`src/rtl/ift_trace_pkg.sv`:
```
// Shared types and sizing for the IFT trace capture block.
// Entry width grows by TS_W when IFT_CAPTURE_TIMESTAMP_EN is defined.
package ift_trace_pkg;

    localparam int TS_W = 16;

    typedef enum logic [1:0] {
        ST_IDLE    = 2'd0,
        ST_ARMED   = 2'd1,
        ST_CAPTURE = 2'd2,
        ST_DRAIN   = 2'd3
    } state_t;

    function automatic int entry_w(input int data_w, input int taint_w);
`ifdef IFT_CAPTURE_TIMESTAMP_EN
        return data_w + taint_w + TS_W;
`else
        return data_w + taint_w;
`endif
    endfunction

endpackage

```
`src/rtl/ift_trace_capture_if.sv`:
```
// Read port of the trace buffer: valid/ready handshake plus entry fields.
interface ift_trace_capture_if #(
    parameter int DATA_W  = 2,
    parameter int TAINT_W = 32
);
    import ift_trace_pkg::*;

    logic               rd_valid;
    logic               rd_ready;
    logic [DATA_W-1:0]  rd_data;
    logic [TAINT_W-1:0] rd_taint;
    logic [TS_W-1:0]    rd_ts;
    logic               rd_last;

    modport master (
        output rd_valid, rd_data, rd_taint, rd_ts, rd_last,
        input  rd_ready
    );

    modport slave (
        input  rd_valid, rd_data, rd_taint, rd_ts, rd_last,
        output rd_ready
    );

endinterface

```
`src/rtl/ift_trace_mem.sv`:
```
// Trace entry storage: synchronous write, combinational read, contents not reset.
module ift_trace_mem #(
    parameter int DEPTH = 16,
    parameter int W     = 34
) (
    input  logic                     i_clk,
    input  logic                     i_we,
    input  logic [$clog2(DEPTH)-1:0] i_waddr,
    input  logic [W-1:0]             i_wdata,
    input  logic [$clog2(DEPTH)-1:0] i_raddr,
    output logic [W-1:0]             o_rdata
);

    logic [W-1:0] r_mem [DEPTH];

    always_ff @(posedge i_clk) begin
        if (i_we) begin
            r_mem[i_waddr] <= i_wdata;
        end
    end

    assign o_rdata = r_mem[i_raddr];

endmodule

```
`src/rtl/ift_trace_capture.sv`:
```
// Change-compressed trace capture of DUT data/taint with in-order drain port.
// Optional per-entry timestamps: define IFT_CAPTURE_TIMESTAMP_EN.
//   state   | meaning
//   IDLE    | waiting for arm
//   ARMED   | waiting for trig, timestamp running
//   CAPTURE | recording samples that differ from the last entry
//   DRAIN   | presenting stored entries on the read port
module ift_trace_capture
    import ift_trace_pkg::*;
#(
    parameter int DATA_W  = 2,
    parameter int TAINT_W = 32,
    parameter int DEPTH   = 16
) (
    input  logic                     i_clk,
    input  logic                     i_rst,
    input  logic                     i_arm,
    input  logic                     i_trig,
    input  logic [DATA_W-1:0]        i_data_in,
    input  logic [TAINT_W-1:0]       i_taint_in,
    ift_trace_capture_if.master      rd,
    output logic                     o_busy,
    output logic [$clog2(DEPTH):0]   o_count
);

    localparam int AW = $clog2(DEPTH);
    localparam int CW = AW + 1;
    localparam int SW = DATA_W + TAINT_W;
    localparam int EW = entry_w(DATA_W, TAINT_W);
    localparam logic [CW-1:0] C_LAST_FREE = CW'(DEPTH - 1);
    localparam logic [CW-1:0] C_ONE       = CW'(1);

    state_t          r_state;
    logic [AW-1:0]   r_wr_ptr;
    logic [AW-1:0]   r_rd_ptr;
    logic [CW-1:0]   r_count;
    logic [SW-1:0]   r_last_smp;

    logic [SW-1:0]   w_smp;
    logic            w_changed;
    logic            w_we;
    logic            w_valid;
    logic [EW-1:0]   w_wentry;
    logic [EW-1:0]   w_rentry;

    assign w_smp     = {i_data_in, i_taint_in};
    assign w_changed = (w_smp != r_last_smp);
    // The trig-cycle sample is always stored; later samples only when they change.
    assign w_we      = i_arm && (((r_state == ST_ARMED) && i_trig) ||
                                 ((r_state == ST_CAPTURE) && w_changed));

    always_ff @(posedge i_clk or posedge i_rst) begin
        if (i_rst) begin
            r_state    <= ST_IDLE;
            r_wr_ptr   <= '0;
            r_rd_ptr   <= '0;
            r_count    <= '0;
            r_last_smp <= '0;
        end else begin
            case (r_state)
                ST_IDLE: begin
                    if (i_arm) r_state <= ST_ARMED;
                end
                ST_ARMED: begin
                    if (!i_arm) begin
                        r_state <= ST_IDLE;
                    end else if (i_trig) begin
                        r_state    <= ST_CAPTURE;
                        r_wr_ptr   <= AW'(1);
                        r_count    <= C_ONE;
                        r_last_smp <= w_smp;
                    end
                end
                ST_CAPTURE: begin
                    if (!i_arm) begin
                        r_state <= ST_DRAIN;
                    end else if (w_changed) begin
                        r_wr_ptr   <= r_wr_ptr + 1'b1;
                        r_count    <= r_count + 1'b1;
                        r_last_smp <= w_smp;
                        if (r_count == C_LAST_FREE) r_state <= ST_DRAIN;
                    end
                end
                ST_DRAIN: begin
                    if (rd.rd_ready) begin
                        if (r_count == C_ONE) begin
                            r_state  <= ST_IDLE;
                            r_wr_ptr <= '0;
                            r_rd_ptr <= '0;
                            r_count  <= '0;
                        end else begin
                            r_rd_ptr <= r_rd_ptr + 1'b1;
                            r_count  <= r_count - 1'b1;
                        end
                    end
                end
                default: r_state <= ST_IDLE;
            endcase
        end
    end

`ifdef IFT_CAPTURE_TIMESTAMP_EN
    logic [TS_W-1:0] r_ts;

    always_ff @(posedge i_clk or posedge i_rst) begin
        if (i_rst) begin
            r_ts <= '0;
        end else if ((r_state == ST_IDLE) && i_arm) begin
            r_ts <= '0;
        end else if (r_ts != '1) begin
            r_ts <= r_ts + 1'b1;
        end
    end

    assign w_wentry  = {r_ts, w_smp};
    assign rd.rd_ts  = w_valid ? w_rentry[EW-1 -: TS_W] : '0;
`else
    assign w_wentry  = w_smp;
    assign rd.rd_ts  = '0;
`endif

    ift_trace_mem #(
        .DEPTH (DEPTH),
        .W     (EW)
    ) u_mem (
        .i_clk   (i_clk),
        .i_we    (w_we),
        .i_waddr (r_wr_ptr),
        .i_wdata (w_wentry),
        .i_raddr (r_rd_ptr),
        .o_rdata (w_rentry)
    );

    // DRAIN is only ever entered with at least one entry stored.
    assign w_valid     = (r_state == ST_DRAIN);
    assign rd.rd_valid = w_valid;
    assign rd.rd_last  = w_valid && (r_count == C_ONE);
    assign rd.rd_data  = w_valid ? w_rentry[SW-1:TAINT_W] : '0;
    assign rd.rd_taint = w_valid ? w_rentry[TAINT_W-1:0] : '0;

    assign o_busy  = (r_state != ST_IDLE);
    assign o_count = r_count;

endmodule
```
`src/flat_wrapper.sv`:
```
// flat-port wrapper written by rule: the top's interface ports become plain ports
module ift_trace_capture_flat import ift_trace_pkg::*;
#(
    parameter int DATA_W  = 2,
    parameter int TAINT_W = 32,
    parameter int DEPTH   = 16
)
  (i_clk, i_rst, i_arm, i_trig, i_data_in, i_taint_in, o_busy, o_count, rd_rd_valid, rd_rd_data, rd_rd_taint, rd_rd_ts, rd_rd_last, rd_rd_ready);
  ift_trace_capture_if #(.DATA_W(DATA_W), .TAINT_W(TAINT_W)) rd_i ();
  input  logic i_clk;
  input  logic i_rst;
  input  logic i_arm;
  input  logic i_trig;
  input  logic [DATA_W-1:0] i_data_in;
  input  logic [TAINT_W-1:0] i_taint_in;
  output logic o_busy;
  output logic [$clog2(DEPTH):0] o_count;
  output wire logic [$bits(rd_i.rd_valid)-1:0] rd_rd_valid;
  output wire logic [$bits(rd_i.rd_data)-1:0] rd_rd_data;
  output wire logic [$bits(rd_i.rd_taint)-1:0] rd_rd_taint;
  output wire logic [$bits(rd_i.rd_ts)-1:0] rd_rd_ts;
  output wire logic [$bits(rd_i.rd_last)-1:0] rd_rd_last;
  input wire logic [$bits(rd_i.rd_ready)-1:0] rd_rd_ready;
  assign rd_rd_valid = rd_i.rd_valid;
  assign rd_rd_data = rd_i.rd_data;
  assign rd_rd_taint = rd_i.rd_taint;
  assign rd_rd_ts = rd_i.rd_ts;
  assign rd_rd_last = rd_i.rd_last;
  assign rd_i.rd_ready = rd_rd_ready;
  ift_trace_capture #(.DATA_W(DATA_W), .TAINT_W(TAINT_W), .DEPTH(DEPTH)) u_core (.i_clk(i_clk), .i_rst(i_rst), .i_arm(i_arm), .i_trig(i_trig), .i_data_in(i_data_in), .i_taint_in(i_taint_in), .rd(rd_i), .o_busy(o_busy), .o_count(o_count));
endmodule
```
`config.mk`:
```
export PLATFORM = sky130hd
export DESIGN_NAME = ift_trace_capture_flat
export DESIGN_NICKNAME = d
export VERILOG_FILES = /design/src/rtl/ift_trace_pkg.sv /design/src/rtl/ift_trace_capture_if.sv /design/src/rtl/ift_trace_mem.sv /design/src/rtl/ift_trace_capture.sv /design/src/flat_wrapper.sv
export SDC_FILE = /design/constraint.sdc
export NUM_CORES = 1
export LEC_CHECK = 0
export CORE_MARGIN = 10
export CORE_UTILIZATION = 50
export CTS_CLUSTER_SIZE = 12
export DETAILED_ROUTE_END_ITERATION = 7
export HOLD_SLACK_MARGIN = 0.03
export PLACE_DENSITY = 0.8
export SETUP_SLACK_MARGIN = 0.4
export SKIP_LAST_GASP = 1
export SYNTH_ARGS = -nofsm -noshare
export SYNTH_HDL_FRONTEND = slang
export SYNTH_SLANG_ARGS = --single-unit
```
`constraint.sdc`:
```
create_clock -name i_clk -period 4.6 [get_ports i_clk]
set_input_delay 1.38 -clock i_clk [delete_from_list [all_inputs] [get_ports i_clk]]
set_output_delay 1.38 -clock i_clk [all_outputs]
set_load 0.02 [all_outputs]
```
Word-level counts from Yosys, hierarchy flattened
Memories as Yosys holds them, arrays and structs flattened.
Index checks and enable logic that the tools add are counted.
{"block": "word_totals", "mem_bits_rw": 544, "in_bits": 39, "memories": 1, "elab_cells": 73, "register_bits": 49, "output_inout_bits": 58}
{"block": "op_classes", "reduce_logical": 14, "n_addsub": 4, "mux": 33, "n_eq_ne": 16}
{"name": "u_core.u_mem.r_mem", "words": 16, "word_bits": 34, "read_ports": 1, "rd_ports_with_merged_regs": 0, "write_ports": 1, "line_no": "ift_trace_mem.sv:14", "rtl": "logic [W-1:0] r_mem [DEPTH];"}
{"cell": "2-to-1 mux 34 bit", "count": 4}
{"cell": "case mux 34 bit (2 select lines)", "count": 1}
{"cell": "inequality test 34 bit", "count": 1}
{"cell": "2-to-1 mux 32 bit", "count": 1}
{"cell": "2-to-1 mux 5 bit", "count": 6}
{"cell": "2-to-1 mux 4 bit", "count": 7}
{"cell": "2-to-1 mux 2 bit", "count": 9}
{"cell": "case mux 5 bit (3 select lines)", "count": 1}
{"cell": "inequality test 2 bit (second input constant)", "count": 6}
{"cell": "case mux 4 bit (3 select lines)", "count": 1}
{"cell": "AND reduction 6 bit", "count": 2}
{"cell": "adder 4 x 1 -> 4 bit (second input constant)", "count": 2}
{"cell": "case mux 2 bit (4 select lines)", "count": 1}
{"cell": "AND reduction 7 bit", "count": 1}
{"cell": "inequality test 3 bit (second input constant)", "count": 2}
{"cell": "adder 5 x 1 -> 5 bit (second input constant)", "count": 1}
{"cell": "== test 5 x 1 -> 1 bit (second input constant)", "count": 1}
{"cell": "== test 5 x 4 -> 1 bit (second input constant)", "count": 1}
{"cell": "AND reduction 5 bit", "count": 1}
{"cell": "subtractor 5 x 1 -> 5 bit (second input constant)", "count": 1}
{"cell": "== test 2 bit (second input constant)", "count": 2}
{"cell": "logical AND 1 bit", "count": 4}
{"cell": "nonzero test 2 bit", "count": 2}
{"cell": "inequality test 3 x 2 -> 1 bit (second input constant)", "count": 1}
{"cell": "other kinds (7)", "count": 8}

Logic depth before layout (Yosys ltp)
{"block": "logic_depth", "depth_word": 6, "mapped_depth": 9, "ltp_nobuf": 8}

By module
Synthesis repeated with hierarchy kept, for this count alone.
{"block": "unflattened", "cells_unflattened": 1152, "hier_area_um2": 23558.8}
{"mod": "ift_trace_mem", "cells_each": 854, "instances": 1, "area_each_um2": 20395.8}
{"mod": "ift_trace_capture", "cells_each": 298, "instances": 1, "area_each_um2": 3163.0}

Worst setup path after synthesis
No wires, ideal clock.
{"block": "synth_timing", "path_kind": "in2reg", "startpoint": "in i_taint_in[21]", "endpoint": "mem u_core.u_mem.r_mem[0][0], enable pin", "slack_ns": -0.573, "arrival_time_ns": 4.706, "path_buffers": 2, "required_ns": 4.132, "path_stages": 8, "cell_sequence": "xnor2_1 -> nand4_1 -> nor3_1 -> a41oi_1 -> buf_2 -> buf_6 -> nand2_1 -> nor3_1"}
{"block": "synth_via", "elab_chain_cells": 6}
{"element": "from (decl)", "line_no": "flat_wrapper.sv:15", "rtl": "input logic [TAINT_W-1:0] i_taint_in;"}
{"element": "inequality test 34 bit", "line_no": "ift_trace_capture.sv:47", "rtl": "assign w_changed = (w_smp != r_last_smp);"}
{"element": "logical AND 1 bit", "line_no": "ift_trace_capture.sv:50", "rtl": "((r_state == ST_CAPTURE) && w_changed));"}
{"element": "logical OR 1 bit", "line_no": "ift_trace_capture.sv:49", "rtl": "assign w_we = i_arm && (((r_state == ST_ARMED) && i_trig) ||"}
{"element": "logical AND 1 bit", "line_no": "ift_trace_capture.sv:49"}
{"element": "2-to-1 mux 1 bit", "line_no": "ift_trace_mem.sv:17", "rtl": "if (i_we) begin"}
{"element": "2-to-1 mux 1 bit (implied by the code)", "line_no": "ift_trace_mem.sv:18", "rtl": "r_mem[i_waddr] <= i_wdata;"}
{"element": "to (decl)", "line_no": "ift_trace_mem.sv:14"}
Every way passes these cells.

Final worst setup path
{"block": "layout_timing", "startpoint": "reg u_core.r_rd_ptr[0]", "endpoint": "out rd_rd_taint[21]"}
{"block": "layout_via", "elab_chain_cells": 2}
{"element": "from (decl)", "line_no": "ift_trace_capture.sv:35", "rtl": "logic [AW-1:0] r_rd_ptr;"}
{"element": "from (signal assigned)", "line_no": "ift_trace_capture.sv:92", "rtl": "r_rd_ptr <= r_rd_ptr + 1'b1;"}
{"element": "memory (16 x 34 bit)"}
{"element": "2-to-1 mux 32 bit", "line_no": "ift_trace_capture.sv:139", "rtl": "assign rd.rd_taint = w_valid ? w_rentry[TAINT_W-1:0] : '0;"}
{"element": "to (decl)", "line_no": "flat_wrapper.sv:20", "rtl": "output wire logic [$bits(rd_i.rd_taint)-1:0] rd_rd_taint;"}
Every way passes these cells.

==> flow_summary.json <==
{
  "cts_tree": "built",
  "ys_ff_latch": 593,
  "final_nets": 1343,
  "start_kind": "register",
  "initial_utilization": 0.5067,
  "end_kind": "primary output",
  "max_cap_violations": 0,
  "ios": 97,
  "wl_per_cell_um": 31.26,
  "slew_headroom": 0.3124,
  "highest_layer": "met5",
  "rsz0062_at_grt": "yes",
  "first_pass_iters": 5,
  "areaGrowthSynthToFinish_pct": 21.80,
  "antenna_left": 0,
  "worstPathCellList": "buf_12 > buf_16 > buf_12 > buf_16 > mux4_2 > mux4_2 > and2_4 > buf_6",
  "path_clk_slew_ns": 0.06,
  "clock_tree.root_cell": "clkbuf_16",
  "synth-simple-area-share": 0.02769,
  "vias": 12280,
  "cpPeakStageDelay_ns": 0.51,
  "synth_xor_xnor_area_share": 0.01337,
  "place_hpwl_mm": 32.52,
  "grt_pass1_wl_mm": 89.04,
  "fp.dieW_um": 237.2,
  "r2r_slack_ns": 1.19,
  "crit_fanout": 6,
  "synth-async-reset-ratio": 0.08263,
  "r2r_end": "u_core.u_mem.r_mem[2][23]",
  "cts_buffers": 58,
  "insertion_delay_ns": 0.63,
  "drtIter0Drc": 1707,
  "startpoint": "u_core.r_rd_ptr[0]",
  "cts_buffer_depth": 3,
  "routed-wl-met2_mm": 31.44,
  "layout_commonest_cell": "edfxtp_1",
  "synth_area_mm2": 0.02359,
  "crit_end": "rd_rd_taint[21]",
  "status": "completed",
  "grt_pass1_vias": 12710,
  "finalCritPeriodShare": 0.9491,
  "ys_seq_area_frac": 0.7445,
  "peakVddDrop_v": 0.0003102,
  "fmax_mhz": 229.1,
  "cp_data_arrival_time_ns": 2.99,
  "synth_top_flop_cell": "edfxtp_1",
  "synth_top_family_by_area": "multiplexers",
  "synthCells": 1079,
  "placementRows": 79,
  "dieArea_mm2": 0.05627,
  "port_buffers": 80,
  "ctsHoldBuffers": 0,
  "dieHeight_um": 237.2,
  "maxSlewViolCount": 0,
  "finalWirelength_mm": 60.99,
  "leakage_nw": 9.412,
  "layout_common_cells": "edfxtp_1, mux4_2, buf_4",
  "synth.distinct_cells": 42,
  "vias_per_cell": 6.294,
  "yosysWarningCount": 0,
  "syn_area_per_cell_um2": 21.86,
  "drive_gt1_frac": 0.3445,
  "synthMuxAreaShare": 0.1808,
  "hold_class": "register to register",
  "h-tree-depth": 2,
  "drcViolationCount": 0,
  "core_area_mm2": 0.04656,
  "cpMaxStageDelayCell": "dfrtp_4",
  "grt_max_degree": 46,
  "wl_met1_mm": 22.35,
  "antenna_found_initial": 2,
  "tightest_slew_ns": 1.028,
  "crit_required_ns": 3.22,
  "grt_overflow": 0,
  "gp_congestion": 0.8377,
  "fin_setup_tns_ns": 0,
  "diodes": 0,
  "setup_viol": 0,
  "synth_compound_area_frac": 0.009017,
  "rr_worst_depth": 6,
  "final_util": 0.6172,
  "criticalPathCategory": "register to primary output",
  "finalClockSkew_ns": 0.02513,
  "synth_edf_count": 544,
  "hold_violations": 0,
  "grt_use_total": 0.2150,
  "powerDensity_mw_per_mm2": 593.4,
  "cts_sinks": 593,
  "fin_crit_ns": 4.366,
  "dr_wl_met3_mm": 5.205,
  "synth_adder_area_share": 0.004774
}
stage by stage:
stage	cell area, um^2	std cells	setup slack, ns	hold WS (ns)	total power, mW
2_1_floorplan	23670	1094	0.3376	0.4798	9.731
3_5_place_dp	25970	1798	0.1052	0.5014	11.28
6_report	28730	1951	0.2342	0.5089	17.05
4_1_cts	28520	1939	0.2487	0.5128	16.76
5_1_grt	28730	1951	0.1891	0.5361	17.59
3_3_place_gp	25970	1798	0.1240	0.4886	11.20
report_power, final:
group / switching, mW / internal [mW] / leakage, nW
Sequential: 0.327 / 6.28 / 5.48
Combinational: 2.70 / 3.20 / 3.08
Clock: 1.99 / 2.55 / 0.854
flip-flops by register name (all words and copies together) (netlist names), named ones only:
| name | flops |
|---|---|
| u_core.r_state | 1 |
| u_core.r_wr_ptr | 4 |
| u_core.u_mem.r_mem | 544 |
| u_core.r_last_smp | 34 |
| u_core.r_rd_ptr | 4 |
| u_core.o_count | 5 |
timing repair:
action | CTS | global route
setup buffers | 18 | 10
endpoints found under the setup margin | 34 | 32
resized for setup | 235 | 30
cloned | 14 | 2
pin swaps | 5 | 2
worst min path at each step:
stage          slack [ns]                  start                    end  cells after the start
2_1_floorplan        0.48   u_core.r_last_smp[0]   u_core.r_last_smp[0]                      1
3_3_place_gp         0.49  u_core.r_last_smp[26]  u_core.r_last_smp[26]                      1
3_5_place_dp         0.50  u_core.r_last_smp[17]  u_core.r_last_smp[17]                      1
4_1_cts              0.51  u_core.r_last_smp[17]  u_core.r_last_smp[17]                      1
5_1_grt              0.54  u_core.r_last_smp[14]  u_core.r_last_smp[14]                      1
6_report             0.51  u_core.r_last_smp[17]  u_core.r_last_smp[17]                      1
worst max-delay path: cells and delay by family (launching register included):
family                 cells  cell delay, ns
buffers and inverters      5            0.73
AND/OR/NAND/NOR            1            0.17
multiplexers               2            0.96
flip-flops                 1            0.51
cell families (layout without fill, tap and decap cells):
kind of cell,Yosys count,count (layout)
AO/OA/AOI/OAI,33,33
multiplexers,209,209
other,1,16
AND/OR/NAND/NOR,122,122
buffers and inverters,76,326
adder cells (fa/ha/maj),9,9
flip-flops,593,593
XOR/XNOR,36,36
cell type report:
type	instances	area, um^2
clock buffers	99	1657
clock inverters	10	120.1
fillers	2972	17820
inverters	6	22.52
multi-input cells	425	5851
flip-flops and latches	593	17570
well taps	607	759.5
repair buffers	211	2753
synth_stat cells, drive strengths merged, types with 2 or more instances:
cell type / count / share of area
inv: 6 / 0.00095
buf: 46 / 0.015
a21oi: 5 / 0.0011
o221ai: 2 / 0.00074
nor3b: 3 / 0.00095
nor3: 7 / 0.0015
nand2: 22 / 0.0035
mux4: 170 / 0.16
a32o: 3 / 0.0013
o21ai: 14 / 0.0030
nand2b: 5 / 0.0013
nand3: 7 / 0.0015
edfxtp: 544 / 0.69
mux2i: 2 / 0.00085
nor2: 22 / 0.0035
and3: 3 / 0.00080
xnor2: 35 / 0.013
a31oi: 3 / 0.00080
mux2: 37 / 0.018
ha: 9 / 0.0048
and2: 37 / 0.0098
clkbuf: 24 / 0.0038
nand4: 10 / 0.0027
dfrtp: 49 / 0.052
metal layers:
metal,up-vias,track usage
li1,4872,-
met1,6521,0.2789
met2,757,0.3589
met3,125,0.03760
met4,4,0.08087
met5,-,0
Note: power is estimated with default switching activity, not from simulation.
